File: src/rtl/mdu_pkg.sv
// Shared definitions for the iterative multiply/divide unit: op codes,
// FSM state encoding and a magnitude/negate helper.
package mdu_pkg;

  localparam logic [4:0] MDU_MUL    = 5'd17;
  localparam logic [4:0] MDU_MULH   = 5'd18;
  localparam logic [4:0] MDU_MULHU  = 5'd19;
  localparam logic [4:0] MDU_DIV    = 5'd20;
  localparam logic [4:0] MDU_DIVU   = 5'd21;
  localparam logic [4:0] MDU_REM    = 5'd22;
  localparam logic [4:0] MDU_REMU   = 5'd23;
  localparam logic [4:0] MDU_MULHSU = 5'd24;

  // Widest supported operand; the helper works at this width and callers
  // truncate back to their own width.
  localparam int MDU_MAX_W = 64;

  typedef enum logic [1:0] {
    IDLE = 2'd0,
    CALC = 2'd1,
    DONE = 2'd2
  } state_e;

  // Two's-complement negate when neg is set, pass-through otherwise.
  // Used both to take magnitudes at accept and to re-apply signs at the end.
  function automatic logic [MDU_MAX_W-1:0] abs_val(input logic [MDU_MAX_W-1:0] v,
                                                   input logic                 neg);
    return neg ? (~v + MDU_MAX_W'(1)) : v;
  endfunction

endpackage

File: src/rtl/mdu_div_step.sv
// One radix-2 restoring division step: shift the next dividend bit into the
// partial remainder, trial-subtract the divisor, keep the difference if it
// did not borrow.
module mdu_div_step
  import mdu_pkg::*;
#(
  parameter int XLEN = 32
) (
  input  logic [XLEN-1:0] rem_in,
  input  logic [XLEN-1:0] divisor,
  input  logic            bit_in,
  output logic [XLEN-1:0] rem_out,
  output logic            q_bit
);

  logic [XLEN:0] shifted;
  logic [XLEN:0] trial;

  // Trial subtraction; the borrow bit decides the quotient bit.
  // NOTE: combinational logic uses blocking '=' and assigns every output on every path, so no latch is inferred.
  always_comb begin
    shifted = {rem_in, bit_in};
    trial   = shifted - {1'b0, divisor};
    q_bit   = ~trial[XLEN];
    rem_out = q_bit ? trial[XLEN-1:0] : shifted[XLEN-1:0];
  end

endmodule

File: src/rtl/mdu_iter.sv
// Multi-cycle RV M-extension multiply/divide unit with valid/ready handshake.
// Divide is radix-2 restoring on magnitudes; multiply is radix-2 shift-add
// unless FAST_MUL_EN is defined, in which case multiplies finish in one cycle.
module mdu_iter
  import mdu_pkg::*;
#(
  parameter int XLEN  = 32,
  parameter int CNT_W = $clog2(XLEN) + 1
) (
  input  logic            clk,
  input  logic            rst_n,
  input  logic            in_valid,
  output logic            in_ready,
  input  logic [4:0]      op,
  input  logic [XLEN-1:0] src1,
  input  logic [XLEN-1:0] src2,
  input  logic            flush,
  output logic            out_valid,
  input  logic            out_ready,
  output logic [XLEN-1:0] result,
  output logic            busy
);

  localparam int PW = 2 * XLEN;
  localparam logic [XLEN-1:0] MOST_NEG = {1'b1, {(XLEN-1){1'b0}}};

  state_e state_q, state_d;

  logic [CNT_W-1:0] cnt_q;
  logic [4:0]       op_q;
  logic             q_neg_q;     // quotient must be negated at the end
  logic             r_neg_q;     // remainder must be negated at the end
  logic             b_signed_q;  // multiplier MSB carries negative weight
  logic [PW-1:0]    acc_q;       // product accumulator / partial remainder
  logic [PW-1:0]    mcand_q;     // shifting multiplicand / divisor magnitude
  logic [XLEN-1:0]  work_q;      // multiplier bits / dividend->quotient bits
  logic [XLEN-1:0]  res_q;

  // Request decode
  logic            accept;
  logic            is_mul_in, is_div_in, div_signed;
  logic            s1_neg, s2_neg, a_signed, b_signed_in;
  logic            div_zero, div_ovf, go_done;
  logic [XLEN-1:0] s1_abs, s2_abs, special_res;
  logic [PW-1:0]   a_ext;
`ifdef FAST_MUL_EN
  logic [PW-1:0]   b_ext, fast_prod;
`endif

  // Iteration datapath
  logic            last_step, mul_op_q;
  logic [PW-1:0]   mul_sum, acc_mul_next;
  logic [XLEN-1:0] rem_next, quo_fin, quo_signed, rem_signed, final_res;
  logic            q_bit;

  mdu_div_step #(.XLEN(XLEN)) u_div_step (
    .rem_in  (acc_q[XLEN-1:0]),
    .divisor (mcand_q[XLEN-1:0]),
    .bit_in  (work_q[XLEN-1]),
    .rem_out (rem_next),
    .q_bit   (q_bit)
  );

  // Classify the incoming request and resolve the cases that skip iteration.
  always_comb begin
    is_mul_in   = op inside {MDU_MUL, MDU_MULH, MDU_MULHU, MDU_MULHSU};
    is_div_in   = op inside {MDU_DIV, MDU_DIVU, MDU_REM, MDU_REMU};
    div_signed  = (op == MDU_DIV) || (op == MDU_REM);
    s1_neg      = div_signed && src1[XLEN-1];
    s2_neg      = div_signed && src2[XLEN-1];
    s1_abs      = XLEN'(abs_val(MDU_MAX_W'($signed(src1)), s1_neg));
    s2_abs      = XLEN'(abs_val(MDU_MAX_W'($signed(src2)), s2_neg));
    a_signed    = (op == MDU_MULH) || (op == MDU_MULHSU);
    b_signed_in = (op == MDU_MULH);
    a_ext       = {{XLEN{a_signed && src1[XLEN-1]}}, src1};
    div_zero    = is_div_in && (src2 == '0);
    div_ovf     = div_signed && (src1 == MOST_NEG) && (src2 == '1);
`ifdef FAST_MUL_EN
    b_ext       = {{XLEN{b_signed_in && src2[XLEN-1]}}, src2};
    fast_prod   = a_ext * b_ext;
`endif
    go_done     = 1'b0;
    special_res = '0;
    if (!is_mul_in && !is_div_in) begin
      go_done = 1'b1;
    end else if (div_zero) begin
      go_done     = 1'b1;
      special_res = ((op == MDU_DIV) || (op == MDU_DIVU)) ? '1 : src1;
    end else if (div_ovf) begin
      go_done     = 1'b1;
      special_res = (op == MDU_DIV) ? src1 : '0;
    end
`ifdef FAST_MUL_EN
    else if (is_mul_in) begin
      go_done     = 1'b1;
      special_res = (op == MDU_MUL) ? fast_prod[XLEN-1:0] : fast_prod[PW-1:XLEN];
    end
`endif
  end

  // Per-cycle multiply/divide step and sign fix-up of the final result.
  always_comb begin
    last_step    = (state_q == CALC) && (cnt_q == CNT_W'(1));
    mul_op_q     = op_q inside {MDU_MUL, MDU_MULH, MDU_MULHU, MDU_MULHSU};
    // The multiplier's top bit has weight -2^(XLEN-1) when it is signed.
    mul_sum      = (last_step && b_signed_q) ? (acc_q - mcand_q) : (acc_q + mcand_q);
    acc_mul_next = work_q[0] ? mul_sum : acc_q;
    quo_fin      = {work_q[XLEN-2:0], q_bit};
    quo_signed   = XLEN'(abs_val(MDU_MAX_W'(quo_fin), q_neg_q));
    rem_signed   = XLEN'(abs_val(MDU_MAX_W'(rem_next), r_neg_q));
    case (op_q)
      MDU_MUL:                         final_res = acc_mul_next[XLEN-1:0];
      MDU_MULH, MDU_MULHU, MDU_MULHSU: final_res = acc_mul_next[PW-1:XLEN];
      MDU_DIV, MDU_DIVU:               final_res = quo_signed;
      default:                         final_res = rem_signed;
    endcase
  end

  // Next-state and handshake outputs; flush overrides every transition.
  always_comb begin
    state_d   = state_q;
    in_ready  = (state_q == IDLE);
    out_valid = (state_q == DONE);
    busy      = (state_q != IDLE);
    accept    = in_valid && in_ready && !flush;
    unique case (state_q)
      IDLE:    if (accept)    state_d = go_done ? DONE : CALC;
      CALC:    if (last_step) state_d = DONE;
      DONE:    if (out_ready) state_d = IDLE;
      default:                state_d = IDLE;
    endcase
    if (flush) state_d = IDLE;
  end

  // State register.
  // NOTE: sequential state uses non-blocking '<=' so every register samples pre-edge values.
  always_ff @(posedge clk or negedge rst_n) begin
    if (!rst_n) state_q <= IDLE;
    else        state_q <= state_d;
  end

  // Operand latch at accept, then one shift-add or divide step per CALC cycle.
  always_ff @(posedge clk or negedge rst_n) begin
    if (!rst_n) begin
      cnt_q      <= '0;
      op_q       <= '0;
      q_neg_q    <= 1'b0;
      r_neg_q    <= 1'b0;
      b_signed_q <= 1'b0;
      acc_q      <= '0;
      mcand_q    <= '0;
      work_q     <= '0;
      res_q      <= '0;
    end else if (accept) begin
      cnt_q      <= CNT_W'(XLEN);
      op_q       <= op;
      q_neg_q    <= s1_neg ^ s2_neg;
      r_neg_q    <= s1_neg;
      b_signed_q <= b_signed_in;
      acc_q      <= '0;
      if (is_mul_in) begin
        mcand_q <= a_ext;
        work_q  <= src2;
      end else begin
        mcand_q <= PW'(s2_abs);
        work_q  <= s1_abs;
      end
      if (go_done) res_q <= special_res;
    end else if ((state_q == CALC) && !flush) begin
      cnt_q <= cnt_q - CNT_W'(1);
      if (mul_op_q) begin
        acc_q   <= acc_mul_next;
        mcand_q <= mcand_q << 1;
        work_q  <= work_q >> 1;
      end else begin
        acc_q  <= PW'(rem_next);
        work_q <= quo_fin;
      end
      if (last_step) res_q <= final_res;
    end
  end

  assign result = res_q;

endmodule

File: config.mk
export PLATFORM = sky130hd
export DESIGN_NAME = mdu_iter
export DESIGN_NICKNAME = d
export VERILOG_FILES = /design/src/rtl/mdu_pkg.sv /design/src/rtl/mdu_div_step.sv /design/src/rtl/mdu_iter.sv
export SDC_FILE = /design/constraint.sdc
export NUM_CORES = 1
export LEC_CHECK = 0
export BUFFER_PORTS_ARGS = -buffer_cell sky130_fd_sc_hd__buf_2
export CAP_MARGIN = 15
export CORE_ASPECT_RATIO = 2
export CORE_MARGIN = 5
export CORE_UTILIZATION = 30
export DETAILED_ROUTE_END_ITERATION = 10
export PLACE_DENSITY_LB_ADDON = 0.12
export SYNTH_ARGS = -nofsm -noshare
export SYNTH_HDL_FRONTEND = slang
export SYNTH_SLANG_ARGS = --single-unit
File: constraint.sdc
create_clock -name clk -period 6.3 [get_ports clk]
set_input_delay 0.315 -clock clk [delete_from_list [all_inputs] [get_ports clk]]
set_output_delay 0.315 -clock clk [all_outputs]
set_load 0.005 [all_outputs]
==> results.sh <==
export IMPL_yosys_mux_area_fraction=0.04883
export IMPL_post_synth_fa_ha_maj_area_fraction=0.05961
export IMPL_vdd_drop_max_v=0.0001693
export IMPL_critical_path_class="reg2reg"
export IMPL_max_slew_margin_rel=0.2012
export IMPL_floorplan_initialDensity=0.3023
export IMPL_clock_transition_at_path_regs_ps=70
export IMPL_synthTopCellsByArea="dfrtp_1 23%, nand2_1 6.3%, a21oi_1 6.0%"
export IMPL_grt_max_degree=111
export IMPL_routed_wirelength_um=120300
export IMPL_antenna_found_initial=3
export IMPL_finalMaxSlewViolations=0
export IMPL_asyncSetResetFlopFracSynth=1.000
export IMPL_ys_types=93
export IMPL_cp_arrival_ps=6580
export IMPL_placedCellCount=3998
export IMPL_violation_count_after_the_first_detailed_route_iteration=2174
export IMPL_groute_usage_overall=0.2876
export IMPL_synth_simple_area_share=0.2080
export IMPL_finalNonFillerCells=4044
export IMPL_die_width_um=202.8
export IMPL_post_synth_instance_area_um2=22290
export IMPL_yosys_area_share_xor_xnor=0.09861
export IMPL_first_global_vias=24270
export IMPL_drt_drc_violations_left=0
export IMPL_timing_worst_slew_pin_value_ps=1191
export IMPL_grt_overflow_total=0
export IMPL_n_fill_cell=7949
export IMPL_number_of_enable_flip_flop_cells_after_synthesis=0
export IMPL_cts_root_buffer_cell="clkbuf_16"
export IMPL_holdCritPathClass="in2reg"
export IMPL_drtAntennaViolNets=0
export IMPL_synth_most_common_cell="nand2_1"
export IMPL_critPathRequiredTime_ps=6780
export IMPL_synth_seq_area_share=0.2335
export IMPL_wire_per_inst_um=29.75
export IMPL_synth_fp_nets=3155
export IMPL_routabilityCongestion=1.009
export IMPL_tritoncts_num_buffers=23
export IMPL_fin_worst_skew_ps=26.34
export IMPL_average_footprint_of_a_synthesized_cell_um2=7.491
export IMPL_r2r_start="mcand_q[1]$_DFFE_PN0P_"
export IMPL_hold_start="op[3]"
export IMPL_status="completed"
export IMPL_die_area_um2=80190
export IMPL_ys_seq_elements=208
export IMPL_post_cts_setup_buffers=0
export IMPL_num_rows=141
export IMPL_syn_instance_count=2976
export IMPL_dpl_hpwl_um=96580
export IMPL_worst_path_max_fanout=10
export IMPL_core_area_um2=73740
export IMPL_cts_tree="done"
export IMPL_boundaryPins=109
export IMPL_vias_per_cell=6.056
export IMPL_drive_gt1_frac=0.1346
export IMPL_cts_sink_count=208
export IMPL_timing_critical_path_from="mcand_q[1]$_DFFE_PN0P_"
export IMPL_ys_dominant_reg_cell="dfrtp_1"
export IMPL_routed_via_count=24490
export IMPL_min_period_over_period=0.9678
export IMPL_synthesis_yosys_warnings=0
export IMPL_synth_top_family_by_area="compound AO/OA/AOI/OAI gates"
export IMPL_clkLatencyLatePin_ps=570
export IMPL_critical_path_launch_point_type="flip-flop"
export IMPL_report_final_setup_viol=0
export IMPL_chipHeight_um=395.5
export IMPL_yosysTopAreaCellShare=0.2335
export IMPL_grt_first_pass_wirelength_um=171000
export IMPL_finish_net_count=3277
export IMPL_compound_cell_area_share_of_the_yosys_netlist=0.3029
export IMPL_fmaxAchievable_mhz=164.0
export IMPL_drt_pass1_iter_count=6
export IMPL_synth_top_area_cell="dfrtp_1"
export IMPL_syn2layout_area_growth_pct=15.35
export IMPL_timing_hold_violations_final=0
export IMPL_port_buffer_count=108
export IMPL_cts_htree_levels=1
export IMPL_cts_max_path_buffers=3
export IMPL_leakage_power_nw=11.22
export IMPL_netlist_top_cells_count="375 x nand2_1, 268 x a21oi_1, 253 x nor2_1, 252 x o21ai_0, 208 x dfrtp_1"
export IMPL_period_minus_slack_ps=6097
export IMPL_setup_worst_path_end_class="flip-flop"
export IMPL_cap_viol_max_count=0
export IMPL_final_hold_worst_slack_ps=51.58
export IMPL_cell_area_power_density_nw_per_um2=242.1
-- worst max-delay path, stage by stage (launching register included) --
cell	delay, ps
dfrtp_1	390
inv_1	80
ha_1	190
or4b_2	610
nand3b_1	180
buf_4	150
or2_1	330
or3_1	430
nand2b_1	210
nor2_2	170
buf_4	140
buf_4	110
a21oi_1	60
xnor2_1	140
ha_1	300
buf_4	180
a21o_1	160
a21oi_1	370
o21a_1	190
o31ai_1	110
nor3_2	290
buf_4	190
o31ai_1	90
buf_4	160
a31o_2	270
mux2i_2	240
o211ai_1	110
o21ai_1	150
-- through the flow --
step           power (mW)    util  setup WS, ps  setup TNS, ps  area, um2
3_3_place_gp        4.620  0.3354        -117.8         -157.5      24730
6_report            6.225  0.3487         202.8              0      25710
4_1_cts             6.223  0.3469         84.05              0      25580
3_5_place_dp        4.638  0.3354        -38.90         -62.67      24730
2_1_floorplan       3.406       -         558.6              0      22290
5_1_grt             6.521  0.3487        -5.230         -5.230      25710
-- sequential cells by signal, indices dropped and copies added, names as in the netlist --
register and flops:
b_signed_q 1, q_neg_q 1, acc_q 64, state_q 2, r_neg_q 1, mcand_q 64, work_q 32, cnt_q 6
op_q 5, result 32
-- report_power, final --
part / total, mW / switching (mW) / leakage, nW / internal, mW
sequential: 1.77 / 0.274 / 2.73 / 1.49
combinational: 2.90 / 1.91 / 8.11 / 0.994
clock: 1.56 / 0.667 / 0.386 / 0.892
total: 6.23 / 2.85 / 11.2 / 3.38
-- cell type report --
type / count / area, um2 / area share
multi-input cells: 2486 / 16220 / 0.6308
flip-flops and latches: 208 / 5206 / 0.2025
repair buffers: 295 / 1997 / 0.07766
well taps: 929 / 1162 / 0.04520
clock buffers: 28 / 604.3 / 0.02350
inverters: 84 / 315.3 / 0.01226
clock inverters: 13 / 205.2 / 0.007980
diodes: 1 / 2.502 / 0.00009731
-- what timing repair did --
item / in CTS / in global routing
endpoints found under the setup margin: 4 / 16
hold endpoints to repair: 47 / 0
hold buffers: 3 / 0
pin swaps: 0 / 1
resized for setup: 4 / 26
-- layout by cell type (no fill, tap or decap), types with 48 or more instances in the layout --
master / n
a21o_1: 62
a21oi_1: 265
a31oi_1: 48
buf_2: 108
buf_4: 180
dfrtp_1: 207
ha_1: 102
inv_1: 83
mux2i_1: 92
nand2_1: 373
nand3_1: 51
nor2_1: 249
nor3_1: 55
o211ai_1: 66
o21ai_0: 249
xnor2_1: 151
xor2_1: 98
-- cells by family (layout without fill, tap and decap cells) --
| logic type | Yosys count | after routing |
|---|---|---|
| compound gates | 1033 | 1033 |
| simple gates | 990 | 990 |
| buf+inv | 282 | 420 |
| xor+xnor | 251 | 251 |
| flops | 208 | 208 |
| mux | 107 | 107 |
| fa+ha+maj | 105 | 105 |
| other cells | 0 | 1 |
-- final timing paths --
check,to,slack [ps],depth (start not counted)
min in group asynchronous,acc_q[60]$_DFFE_PN0P_,250,2
hold reg to reg,b_signed_q$_DFFE_PN0P_,500,2
setup / recovery,result[28]$_DFFE_PN0P_,200,27
hold / removal,op_q[3]$_DFFE_PN0P_,50,3
setup reg to reg,result[28]$_DFFE_PN0P_,200,27
max in group asynchronous,result[21]$_DFFE_PN0P_,4750,3
-- metal layers --
| metal | routed length, um | track usage | vias to the layer above |
|---|---|---|---|
| met4 | 10750 | 0.1994 | 0 |
| met2 | 60540 | 0.5208 | 966 |
| met1 | 43770 | 0.3141 | 12020 |
| met3 | 5267 | 0.02387 | 304 |
| met5 | 0 | 0 | - |
| li1 | - | - | 11210 |
Power figures use the tool's default switching activity.
